==> config.mk <==
export PLATFORM = sky130hd
export DESIGN_NAME = fetch_bp_bco_update_flat
export DESIGN_NICKNAME = d
export VERILOG_FILES = /design/src/rtl/fetch_bp_bco_update_if.sv /design/src/rtl/fetch_bp_bco_update.sv /design/src/flat_wrapper.sv
export SDC_FILE = /design/constraint.sdc
export NUM_CORES = 1
export LEC_CHECK = 0
export CORE_ASPECT_RATIO = 0.7
export CORE_UTILIZATION = 62
export DETAILED_ROUTE_END_ITERATION = 8
export PLACE_DENSITY = 0.82
export SYNTH_ARGS = -nofsm -noshare
export SYNTH_HDL_FRONTEND = slang
export SYNTH_SLANG_ARGS = --single-unit
==> constraint.sdc <==
create_clock -name clk -period 6.93 [get_ports clk]
set_clock_uncertainty 0.1 [all_clocks]
set_input_delay 2.079 -clock clk [delete_from_list [all_inputs] [get_ports clk]]
set_output_delay 2.079 -clock clk [all_outputs]
set_load 0.05 [all_outputs]
==> src/rtl/fetch_bp_bco_update_if.sv <==
// Fetch-lookup / BRU-bco bundle for the branch-predictor table.
// master = fetch + BRU side, slave = predictor table.
interface fetch_bp_bco_update_if #(
    parameter int unsigned FIFO_DEPTH = 4
);
    localparam int unsigned CNTW = $clog2(FIFO_DEPTH) + 1;

    logic            i_lookup_valid;
    logic [31:0]     i_lookup_pc;
    logic            o_lookup_ready;
    logic            o_bp_valid;
    logic [1:0]      o_bp_pattern;
    logic            o_bp_taken;
    logic            o_bp_hit;
    logic [31:0]     o_bp_target;
    logic            i_bco_valid;
    logic [31:0]     i_bco_pc;
    logic [1:0]      i_bco_oldpattern;
    logic            i_bco_taken;
    logic [31:0]     i_bco_target;
    logic [CNTW-1:0] o_fifo_count;

    modport master (
        output i_lookup_valid, i_lookup_pc,
        output i_bco_valid, i_bco_pc, i_bco_oldpattern, i_bco_taken, i_bco_target,
        input  o_lookup_ready, o_bp_valid, o_bp_pattern, o_bp_taken, o_bp_hit,
        input  o_bp_target, o_fifo_count
    );

    modport slave (
        input  i_lookup_valid, i_lookup_pc,
        input  i_bco_valid, i_bco_pc, i_bco_oldpattern, i_bco_taken, i_bco_target,
        output o_lookup_ready, o_bp_valid, o_bp_pattern, o_bp_taken, o_bp_hit,
        output o_bp_target, o_fifo_count
    );
endinterface

==> src/rtl/fetch_bp_bco_update.sv <==
// Direct-mapped BTB / 2-bit pattern table: serves fetch lookups and absorbs
// BRU bco reports through a small FIFO drained only in lookup-free cycles.
module fetch_bp_bco_update #(
    parameter int unsigned ENTRIES    = 16,
    parameter int unsigned FIFO_DEPTH = 4
) (
    input  logic                 clk,
    input  logic                 resetn,
    fetch_bp_bco_update_if.slave bus
);
    localparam int unsigned IDXW = $clog2(ENTRIES);
    localparam int unsigned TAGW = 32 - IDXW - 2;
    localparam int unsigned PTRW = $clog2(FIFO_DEPTH);
    localparam int unsigned CNTW = PTRW + 1;

    typedef struct packed {
        logic [31:0] pc;
        logic [1:0]  oldpattern;
        logic        taken;
        logic [31:0] target;
    } bco_t;

    bco_t            fifo_q [FIFO_DEPTH];
    logic [PTRW-1:0] wr_ptr;
    logic [PTRW-1:0] rd_ptr;
    logic [CNTW-1:0] count;

    logic [ENTRIES-1:0] tbl_valid;
    logic [TAGW-1:0]    tbl_tag     [ENTRIES];
    logic [1:0]         tbl_pattern [ENTRIES];
    logic [31:0]        tbl_target  [ENTRIES];

    logic            lookup_acc;
    logic            push;
    logic            drain;
    bco_t            head;
    logic [IDXW-1:0] lk_idx;
    logic [TAGW-1:0] lk_tag;
    logic            lk_hit;
    logic [IDXW-1:0] dr_idx;
    logic [TAGW-1:0] dr_tag;
    logic            dr_hit;
    logic [1:0]      dr_pattern;
    logic [31:0]     dr_target;
    logic            unused_pc_bits;

    assign bus.o_lookup_ready = (count != CNTW'(FIFO_DEPTH));
    assign bus.o_fifo_count   = count;
    assign lookup_acc         = bus.i_lookup_valid & bus.o_lookup_ready;
    assign push               = bus.i_bco_valid;
    // Full implies not ready, so a drain always frees the slot a full-cycle push lands in.
    assign drain              = (count != '0) & ~lookup_acc;

    assign head           = fifo_q[rd_ptr];
    assign unused_pc_bits = ^{bus.i_lookup_pc[1:0], head.pc[1:0]};

    always_comb begin
        lk_idx = bus.i_lookup_pc[IDXW+1:2];
        lk_tag = bus.i_lookup_pc[31:IDXW+2];
        lk_hit = tbl_valid[lk_idx] && (tbl_tag[lk_idx] == lk_tag);

        dr_idx = head.pc[IDXW+1:2];
        dr_tag = head.pc[31:IDXW+2];
        dr_hit = tbl_valid[dr_idx] && (tbl_tag[dr_idx] == dr_tag);

        dr_pattern = head.oldpattern;
        if (head.taken) begin
            if (head.oldpattern != 2'b11) dr_pattern = head.oldpattern + 2'b01;
        end else begin
            if (head.oldpattern != 2'b00) dr_pattern = head.oldpattern - 2'b01;
        end

        dr_target = (head.taken || !dr_hit) ? head.target : tbl_target[dr_idx];
    end

    always_ff @(posedge clk) begin
        if (push) begin
            fifo_q[wr_ptr] <= '{pc:         bus.i_bco_pc,
                                oldpattern: bus.i_bco_oldpattern,
                                taken:      bus.i_bco_taken,
                                target:     bus.i_bco_target};
        end
    end

    always_ff @(posedge clk or negedge resetn) begin
        if (!resetn) begin
            wr_ptr <= '0;
            rd_ptr <= '0;
            count  <= '0;
        end else begin
            if (push)  wr_ptr <= wr_ptr + PTRW'(1);
            if (drain) rd_ptr <= rd_ptr + PTRW'(1);
            case ({push, drain})
                2'b10:   count <= count + CNTW'(1);
                2'b01:   count <= count - CNTW'(1);
                default: count <= count;
            endcase
        end
    end

    always_ff @(posedge clk or negedge resetn) begin
        if (!resetn) begin
            tbl_valid <= '0;
        end else if (drain) begin
            tbl_valid[dr_idx] <= 1'b1;
        end
    end

    always_ff @(posedge clk) begin
        if (drain) begin
            tbl_tag[dr_idx]     <= dr_tag;
            tbl_pattern[dr_idx] <= dr_pattern;
            tbl_target[dr_idx]  <= dr_target;
        end
    end

    always_ff @(posedge clk or negedge resetn) begin
        if (!resetn) begin
            bus.o_bp_valid   <= 1'b0;
            bus.o_bp_pattern <= '0;
            bus.o_bp_taken   <= 1'b0;
            bus.o_bp_hit     <= 1'b0;
            bus.o_bp_target  <= '0;
        end else begin
            bus.o_bp_valid <= lookup_acc;
            if (lookup_acc) begin
                bus.o_bp_hit <= lk_hit;
                if (lk_hit) begin
                    bus.o_bp_pattern <= tbl_pattern[lk_idx];
                    bus.o_bp_taken   <= tbl_pattern[lk_idx][1];
                    bus.o_bp_target  <= tbl_target[lk_idx];
                end else begin
                    bus.o_bp_pattern <= 2'b01;
                    bus.o_bp_taken   <= 1'b0;
                    bus.o_bp_target  <= '0;
                end
            end
        end
    end
endmodule

==> src/flat_wrapper.sv <==
// flat-port wrapper written by rule: the top's interface ports become plain ports
module fetch_bp_bco_update_flat 
#(
    parameter int unsigned ENTRIES    = 16,
    parameter int unsigned FIFO_DEPTH = 4
)
  (clk, resetn, bus_i_lookup_valid, bus_i_lookup_pc, bus_i_bco_valid, bus_i_bco_pc, bus_i_bco_oldpattern, bus_i_bco_taken, bus_i_bco_target, bus_o_lookup_ready, bus_o_bp_valid, bus_o_bp_pattern, bus_o_bp_taken, bus_o_bp_hit, bus_o_bp_target, bus_o_fifo_count);
  fetch_bp_bco_update_if #(.FIFO_DEPTH(FIFO_DEPTH)) bus_i ();
  input  logic clk;
  input  logic resetn;
  input wire logic [$bits(bus_i.i_lookup_valid)-1:0] bus_i_lookup_valid;
  input wire logic [$bits(bus_i.i_lookup_pc)-1:0] bus_i_lookup_pc;
  input wire logic [$bits(bus_i.i_bco_valid)-1:0] bus_i_bco_valid;
  input wire logic [$bits(bus_i.i_bco_pc)-1:0] bus_i_bco_pc;
  input wire logic [$bits(bus_i.i_bco_oldpattern)-1:0] bus_i_bco_oldpattern;
  input wire logic [$bits(bus_i.i_bco_taken)-1:0] bus_i_bco_taken;
  input wire logic [$bits(bus_i.i_bco_target)-1:0] bus_i_bco_target;
  output wire logic [$bits(bus_i.o_lookup_ready)-1:0] bus_o_lookup_ready;
  output wire logic [$bits(bus_i.o_bp_valid)-1:0] bus_o_bp_valid;
  output wire logic [$bits(bus_i.o_bp_pattern)-1:0] bus_o_bp_pattern;
  output wire logic [$bits(bus_i.o_bp_taken)-1:0] bus_o_bp_taken;
  output wire logic [$bits(bus_i.o_bp_hit)-1:0] bus_o_bp_hit;
  output wire logic [$bits(bus_i.o_bp_target)-1:0] bus_o_bp_target;
  output wire logic [$bits(bus_i.o_fifo_count)-1:0] bus_o_fifo_count;
  assign bus_i.i_lookup_valid = bus_i_lookup_valid;
  assign bus_i.i_lookup_pc = bus_i_lookup_pc;
  assign bus_i.i_bco_valid = bus_i_bco_valid;
  assign bus_i.i_bco_pc = bus_i_bco_pc;
  assign bus_i.i_bco_oldpattern = bus_i_bco_oldpattern;
  assign bus_i.i_bco_taken = bus_i_bco_taken;
  assign bus_i.i_bco_target = bus_i_bco_target;
  assign bus_o_lookup_ready = bus_i.o_lookup_ready;
  assign bus_o_bp_valid = bus_i.o_bp_valid;
  assign bus_o_bp_pattern = bus_i.o_bp_pattern;
  assign bus_o_bp_taken = bus_i.o_bp_taken;
  assign bus_o_bp_hit = bus_i.o_bp_hit;
  assign bus_o_bp_target = bus_i.o_bp_target;
  assign bus_o_fifo_count = bus_i.o_fifo_count;
  fetch_bp_bco_update #(.ENTRIES(ENTRIES), .FIFO_DEPTH(FIFO_DEPTH)) u_core (.clk(clk), .resetn(resetn), .bus(bus_i));
endmodule
==> results of run 1 <==
[stage by stage]
stage / cell area (um2) / hold slack (ns) / setup WS, ns / utilization (%)
2_1_floorplan: 52960 / 0.3519 / 1.349 / -
3_3_place_gp: 55920 / 0.3579 / 0.9602 / 66.26
3_5_place_dp: 55920 / 0.3790 / 0.8488 / 66.26
4_1_cts: 59630 / 0.3931 / 0.8028 / 70.64
5_1_grt: 59630 / 0.4075 / 0.3091 / 70.64
6_report: 59630 / 0.3831 / 0.4084 / 70.64
[layout make-up]
| class | count | area share (%) |
|---|---|---|
| Clock inverter | 75 | 1.213 |
| Inverter | 43 | 0.2707 |
| Tap cell | 1137 | 2.386 |
| Multi-Input combinational cell | 1093 | 23.80 |
| Clock buffer | 139 | 4.994 |
| Timing Repair Buffer | 220 | 3.404 |
| Sequential cell | 1279 | 63.93 |
[sequential cells by signal, indices dropped and copies added (netlist names)]
register	cells
u_core.rd_ptr	2
u_core.bus.o_bp_target	32
u_core.bus.o_fifo_count	3
u_core.wr_ptr	2
u_core.fifo_q	260
u_core.bus.o_bp_valid	1
u_core.tbl_tag	416
u_core.tbl_target	512
u_core.bus.o_bp_hit	1
u_core.tbl_valid	16
u_core.bus.o_bp_pattern	1
u_core.bus.o_bp_taken	1
u_core.tbl_pattern	32
[worst min-delay path: stages (launching register included)]
cell and delay [ns]:
dfrtp_1 0.34, nand2_1 0.05, o21ai_0 0.06
[placed cells by master (no fill, tap or decap), types with 6 or more instances in the layout]
cell type           n
mux2_2             27
o22a_1              6
a22oi_1            45
bufinv_16          12
nor2_4             16
o22ai_1            17
a221oi_1            6
nor3_1             10
clkbuf_1           23
clkinv_1           17
or2_2              19
xnor2_1            31
buf_4              81
mux4_2            378
nand4_1             7
a21oi_1            19
clkdlybuf4s50_1   134
edfxtp_1         1220
nor3_2             16
nor2b_1             8
nand3_1            12
dfrtp_1            57
and3_1              6
clkinv_2           33
o21ai_0            44
nand2_1            70
xor2_1             31
nor2_1             28
a211oi_1            6
mux2i_1           214
inv_1              43
clkbuf_16         115
[cells by family (layout without fill, tap and decap cells)]
kind of cell | after synthesis | in the layout | synth area share [%]
DFF | 1279 | 1279 | 71.97
and+or+nand+nor | 222 | 222 | 2.034
buffers and inverters | 187 | 477 | 1.673
xor gates and xnor gates | 62 | 62 | 1.025
muxes | 622 | 622 | 20.82
adders and majority gates | 8 | 8 | 0.1937
AOI/OAI and AO/OA | 179 | 179 | 2.285
[path summary, 6_finish.rpt]
check / start / endpoint / slack (ns) / cells after the start
setup reg to reg: u_core.rd_ptr[0] / u_core.tbl_target[1][8] / 0.41 / 12
hold reg to reg: u_core.bus.o_bp_target[4] / u_core.bus.o_bp_target[4] / 0.38 / 2
max in group asynchronous: resetn / u_core.rd_ptr[0] / 4.42 / 2
hold / removal: u_core.bus.o_bp_target[4] / u_core.bus.o_bp_target[4] / 0.38 / 2
min in group asynchronous: resetn / u_core.bus.o_bp_target[10] / 1.08 / 1
setup / recovery: u_core.rd_ptr[0] / u_core.tbl_target[1][8] / 0.41 / 12
[power breakdown]
group	leakage [nW]	internal [W]	switching [W]
Clock	1.82	0.00351	0.00283
Combinational	5.93	0.00256	0.00555
Sequential	11.8	0.0109	0.000494
[per-layer routing]
| metal | vias up | wire, um | track usage, % |
|---|---|---|---|
| met3 | 417 | 21130 | 11.84 |
| met4 | 2 | 5511 | 12.05 |
| met1 | 14641 | 48970 | 44.84 |
| li1 | 11080 | - | - |
| met5 | - | 20 | 0 |
| met2 | 2433 | 64810 | 49.70 |
[synthesized netlist by cell type (all sizes together), types with 2 or more instances]
| master | count |
|---|---|
| edfxtp | 1220 |
| mux4 | 381 |
| mux2i | 214 |
| buf | 81 |
| nand2 | 71 |
| clkbuf | 63 |
| dfrtp | 59 |
| a22oi | 46 |
| o21ai | 46 |
| nor2 | 44 |
| inv | 43 |
| xnor2 | 31 |
| xor2 | 31 |
| mux2 | 27 |
| nor3 | 26 |
| or2 | 20 |
| a21oi | 19 |
| o22ai | 17 |
| nand3 | 12 |
| nor2b | 8 |
| and2 | 7 |
| nand4 | 7 |
| a211oi | 6 |
| a221oi | 6 |
| and3 | 6 |
| o22a | 6 |
| a2111oi | 5 |
| a31oi | 5 |
| ha | 5 |
| nand2b | 5 |
| nor4 | 5 |
| a22o | 4 |
| a21bo | 3 |
| a32oi | 3 |
| nand3b | 3 |
| o32ai | 3 |
| maj3 | 2 |
| nand4b | 2 |
| or4 | 2 |
==> results.toml, run 1 <==
[synth]
synth-edff-count = 1220
ys_seq_area_share_pct = 71.97
yosysTopAreaCellShare_pct = 69.18
async_flop_share_pct = 4.613
syn_nets = 2668
synth_top_cell_by_area = "edfxtp_1"
syn_area_per_cell_um2 = 20.69
ys_ff_latch = 1279
netlist_top_cells_area = "edfxtp_1 (69%), mux4_2 (16%), mux2i_1 (4.0%)"
syn_area_mm2 = 0.05296
ys_types = 63
yosysWarnings = 0
yosys_most_used_dff = "edfxtp_1"
synthCells = 2559

[sta]
maxSlewHeadroom_pct = 18.27
rsz0062_at_grt = "no"
finalSetupViolCount = 0
worstMarginPinSlew_ns = 1.195
finalCriticalPeriod_ns = 6.522
tns_ns = 0
slew_violations = 0
min_period_over_period_pct = 94.11
max_freq_ghz = 0.1533
finalHoldViolCount = 0

[clocking]
cts-htree-levels = 3
cts_setup_buffers = 0
cts.sinks = 1279
cts_tree = "built"
numCtsBuffers = 113
clk_pin_slew_ns = 0.06
cts-root-buf = "clkbuf_16"
ctsHoldBuffers = 0
clock_path_buffers = 3
cts_resized = 0
clk_latency_ns = 0.71

[global_route]
grt_overflow = 0
grt_pass1_vias = 29120
grt_max_degree = 66
grt_pass1_wl_mm = 199.2
track_usage_pct = 32.98
antenna_found_initial = 1

[floorplan]
row_count = 89
core_area_mm2 = 0.08441
dieArea_mm2 = 0.08661
start_util_pct = 62.74
ios = 144
die_h_um = 246.5
die_width_um = 351.3

[drt]
drc = 0
wl_per_cell_um = 35.23
antenna_left = 0
drt_iter0_markers = 4827
dr_total_vias = 28573
wl_mm = 140.4
vias_per_cell = 7.168
dr.pass1.iters = 6

[setup_path]
crit_chain = "mux4_4, buf_4, nor2b_1, a22oi_2, a21oi_1, a2111oi_1, a22oi_1, a2111oi_0, nor4bb_4, buf_4, nor3_2, buf_4"
crit_path_max_fanout = 45
path_class = "flip-flop to flip-flop"
cp_slowest_cell = "a2111oi_0"
critPathArrivalTime_ns = 6.78
slowest_delay_ns = 1.07
critPathLaunchType = "flip-flop"
critPathBufInv = 3
worstSetupEndpointType = "flip-flop"
cp_common_cell = "buf_4"
path_delay_family = "compound AO/OA/AOI/OAI gates"
required_ns = 7.19

[placed_design]
numPortBuffers = 139
dp_hpwl_mm = 78.57
dp.cells = 3772
gp_congestion = 0.9213

[final_layout]
fill_cells = 4842
finalNonFillerCells = 3986
diodes = 0
syn_to_final_growth_pct = 12.59
multi_input_area_mm2 = 0.01419
drive_gt1_share_pct = 25.66
nNetsFinal = 2859
seqCellArea_mm2 = 0.03812

[power]
total_power_w = 0.02585
power_density_mw_per_mm2 = 433.5
ir_worst_vdd_uv = 453.8
p_leak_nw = 19.55

[job]
maxCapViolations = 0

[run_status]
status = "complete, no violations"

[worst_hold_path]
hp-class = "flip-flop to flip-flop"
Power figures use the tool's default switching activity.
==> inputs of run 2 (changes only) <==
--- a/config.mk
+++ b/config.mk
@@ -8,7 +8,7 @@
 export CORE_ASPECT_RATIO = 0.7
 export CORE_UTILIZATION = 62
 export DETAILED_ROUTE_END_ITERATION = 8
-export PLACE_DENSITY = 0.82
+export PLACE_DENSITY_LB_ADDON = 0.15
 export SYNTH_ARGS = -nofsm -noshare
 export SYNTH_HDL_FRONTEND = slang
 export SYNTH_SLANG_ARGS = --single-unit
==> run 2 against run 1 <==
Worst hold slack lost 0.0084 ns; worst setup slack better by 0.39 ns; largest cell class unchanged; clock power up 0.6%; highest routed layer unchanged; first-iteration DRC count is 15% lower.
==> results.toml, run 2 (synthesis gave the netlist of run 1 again) <==
[run_status]
status = "complete, no violations"

[setup_path]
critPathLaunchType = "flip-flop"
worstSetupEndpointType = "flip-flop"
crit_path_max_fanout = 33
crit_chain = "mux4_4, buf_4, and2_1, a22oi_1, a21oi_1, mux2i_1, nand3_1, a2111oi_0, nor4bb_4, buf_4, nor3_2, buf_4"
critPathArrivalTime_ns = 6.39
reg2reg_slack_ns = 0.80
critPathBufInv = 3
cp_slowest_cell = "mux4_4"
path_delay_family = "simple AND/OR/NAND/NOR gates"
cp_common_cell = "buf_4"
r2r_start = "u_core.rd_ptr[1]"
critPathLaunch = "u_core.rd_ptr[1]"
path_class = "flip-flop to flip-flop"
slowest_delay_ns = 0.81
required_ns = 7.19

[clocking]
cts_resized = 0
numCtsBuffers = 116
ctsHoldBuffers = 0
cts-htree-levels = 3
clk_pin_slew_ns = 0.06
cts_setup_buffers = 0
clk_latency_ns = 0.73
clock_path_buffers = 3
cts_tree = "built"
cts.sinks = 1279
cts-root-buf = "clkbuf_16"

[sta]
tns_ns = 0
finalCriticalPeriod_ns = 6.130
fin_ws_ns = 0.8005
slew_violations = 0
holdWs_ns = 0.3747
maxSlewHeadroom_pct = 6.934
worstMarginPinSlew_ns = 1.396
min_period_over_period_pct = 88.45
finalSetupViolCount = 0
max_freq_ghz = 0.1631
rsz0062_at_grt = "no"
finalHoldViolCount = 0

[final_layout]
final_common_cell = "edfxtp_1"
reg.largest.list = "u_core.tbl_target x512, u_core.tbl_tag x416, u_core.fifo_q x260"
layout_common_cells = "edfxtp_1 (1,220), mux4_2 (378), mux2i_1 (214), clkdlybuf4s50_1 (134), clkbuf_16 (117)"
largest_reg_flops = 512
syn_to_final_growth_pct = 12.73
drive_gt1_share_pct = 25.26
final_area_mm2 = 0.05970
top_register = "u_core.tbl_target"
nNetsFinal = 2860

[drt]
vias_per_cell = 6.912
dr.pass1.iters = 6
drc = 0
wl_mm = 131.3
wl_per_cell_um = 32.92
dr_total_vias = 27565
antenna_left = 0
drt_iter0_markers = 4095

[global_route]
antenna_found_initial = 2
track_usage_pct = 30.89
grt_overflow = 0
grt_max_degree = 67
grt_pass1_vias = 27417
grt_pass1_wl_mm = 188.3

[power]
internal_power_w = 0.01701
pwr-share-comb_pct = 31.2
p_leak_nw = 19.55
power_density_mw_per_mm2 = 430.7
clockPowerShare_pct = 24.8
seqPwrFrac_pct = 44.0
total_power_w = 0.02571
ir_worst_vdd_uv = 426.8
swShare_pct = 33.86
p_sw_w = 0.008705

[floorplan]
die_width_um = 351.3
ios = 144
dieArea_mm2 = 0.08661
row_count = 89
start_util_pct = 62.74
core_area_mm2 = 0.08441
die_h_um = 246.5

[placed_design]
dp_slack_ns = 0.9393
dp_hpwl_mm = 76.75
numPortBuffers = 139
placed_area_mm2 = 0.05592
gp_congestion = 0.9253

[job]
maxCapViolations = 0

[worst_hold_path]
hold_start = "u_core.bus.o_bp_target[11]"
hp-class = "flip-flop to flip-flop"
==> run 2: cell types whose count changed in the layout (fill, tap and decap cells not counted), moves of 3 or more <==
cell / before / now
clkbuf_1: 23 / 30
clkinv_1: 17 / 23
buf_4: 81 / 78
clkbuf_8: 2 / 9
clkinv_2: 33 / 17
==> run 2: layout make-up <==
type                            instances  area [um2]
Timing Repair Buffer                  218        2027
Tap cell                             1137        1423
Clock inverter                         62       621.8
Antenna cell                            1       2.502
Sequential cell                      1279       38120
Multi-Input combinational cell       1093       14190
Clock buffer                          155        3151
Fill cell                            5117       24710
Inverter                               43       161.4
==> run 2: worst reg2reg max path, stage by stage, from the launching register on <==
cell	delay, ns
dfrtp_4	0.77
mux4_4	0.82
buf_4	0.43
and2_1	0.72
a22oi_1	0.23
a21oi_1	0.40
mux2i_1	0.30
nand3_1	0.11
a2111oi_0	0.67
nor4bb_4	0.43
buf_4	0.33
nor3_2	0.07
buf_4	0.38
==> run 2: per-layer routing <==
metal	track usage, %	vias to the layer above	wire length [um]	part of all wire, %
met3	8.124	225	17050	13
met1	48.02	14479	52870	40
met2	44.42	1791	58630	45
met5	0	-	31	0.024
met4	7.161	4	2711	2.1
li1	-	11066	-	-
==> run 2: through the flow <==
step / util [%] / instances
after floorplan: - / 2559
after global placement: 66.26 / 3770
after detailed placement: 66.26 / 3770
after CTS: 70.72 / 3987
after global routing: 70.72 / 3987
final: 70.73 / 3988
==> run 2: worst paths after layout <==
| check | endpoint | cells past startpoint |
|---|---|---|
| worst max-delay path | u_core.tbl_target[4][31] | 12 |
| worst min-delay path | u_core.bus.o_bp_target[11] | 2 |
| worst max register to register | u_core.tbl_target[4][31] | 12 |
| worst min register to register | u_core.bus.o_bp_target[11] | 2 |
| max in group asynchronous | u_core.rd_ptr[0] | 1 |
| min in group asynchronous | u_core.bus.o_bp_taken | 1 |
==> run 2: power by group through the flow <==
stage	Combinational (W)	Clock (W)	Sequential (W)
floorplan	0.00492	0	0.0113
global placement	0.00752	0	0.0113
detailed placement	0.00773	0	0.0115
CTS	0.00777	0.00642	0.0113
global route	0.00827	0.00673	0.0114
finish	0.00801	0.00638	0.0113
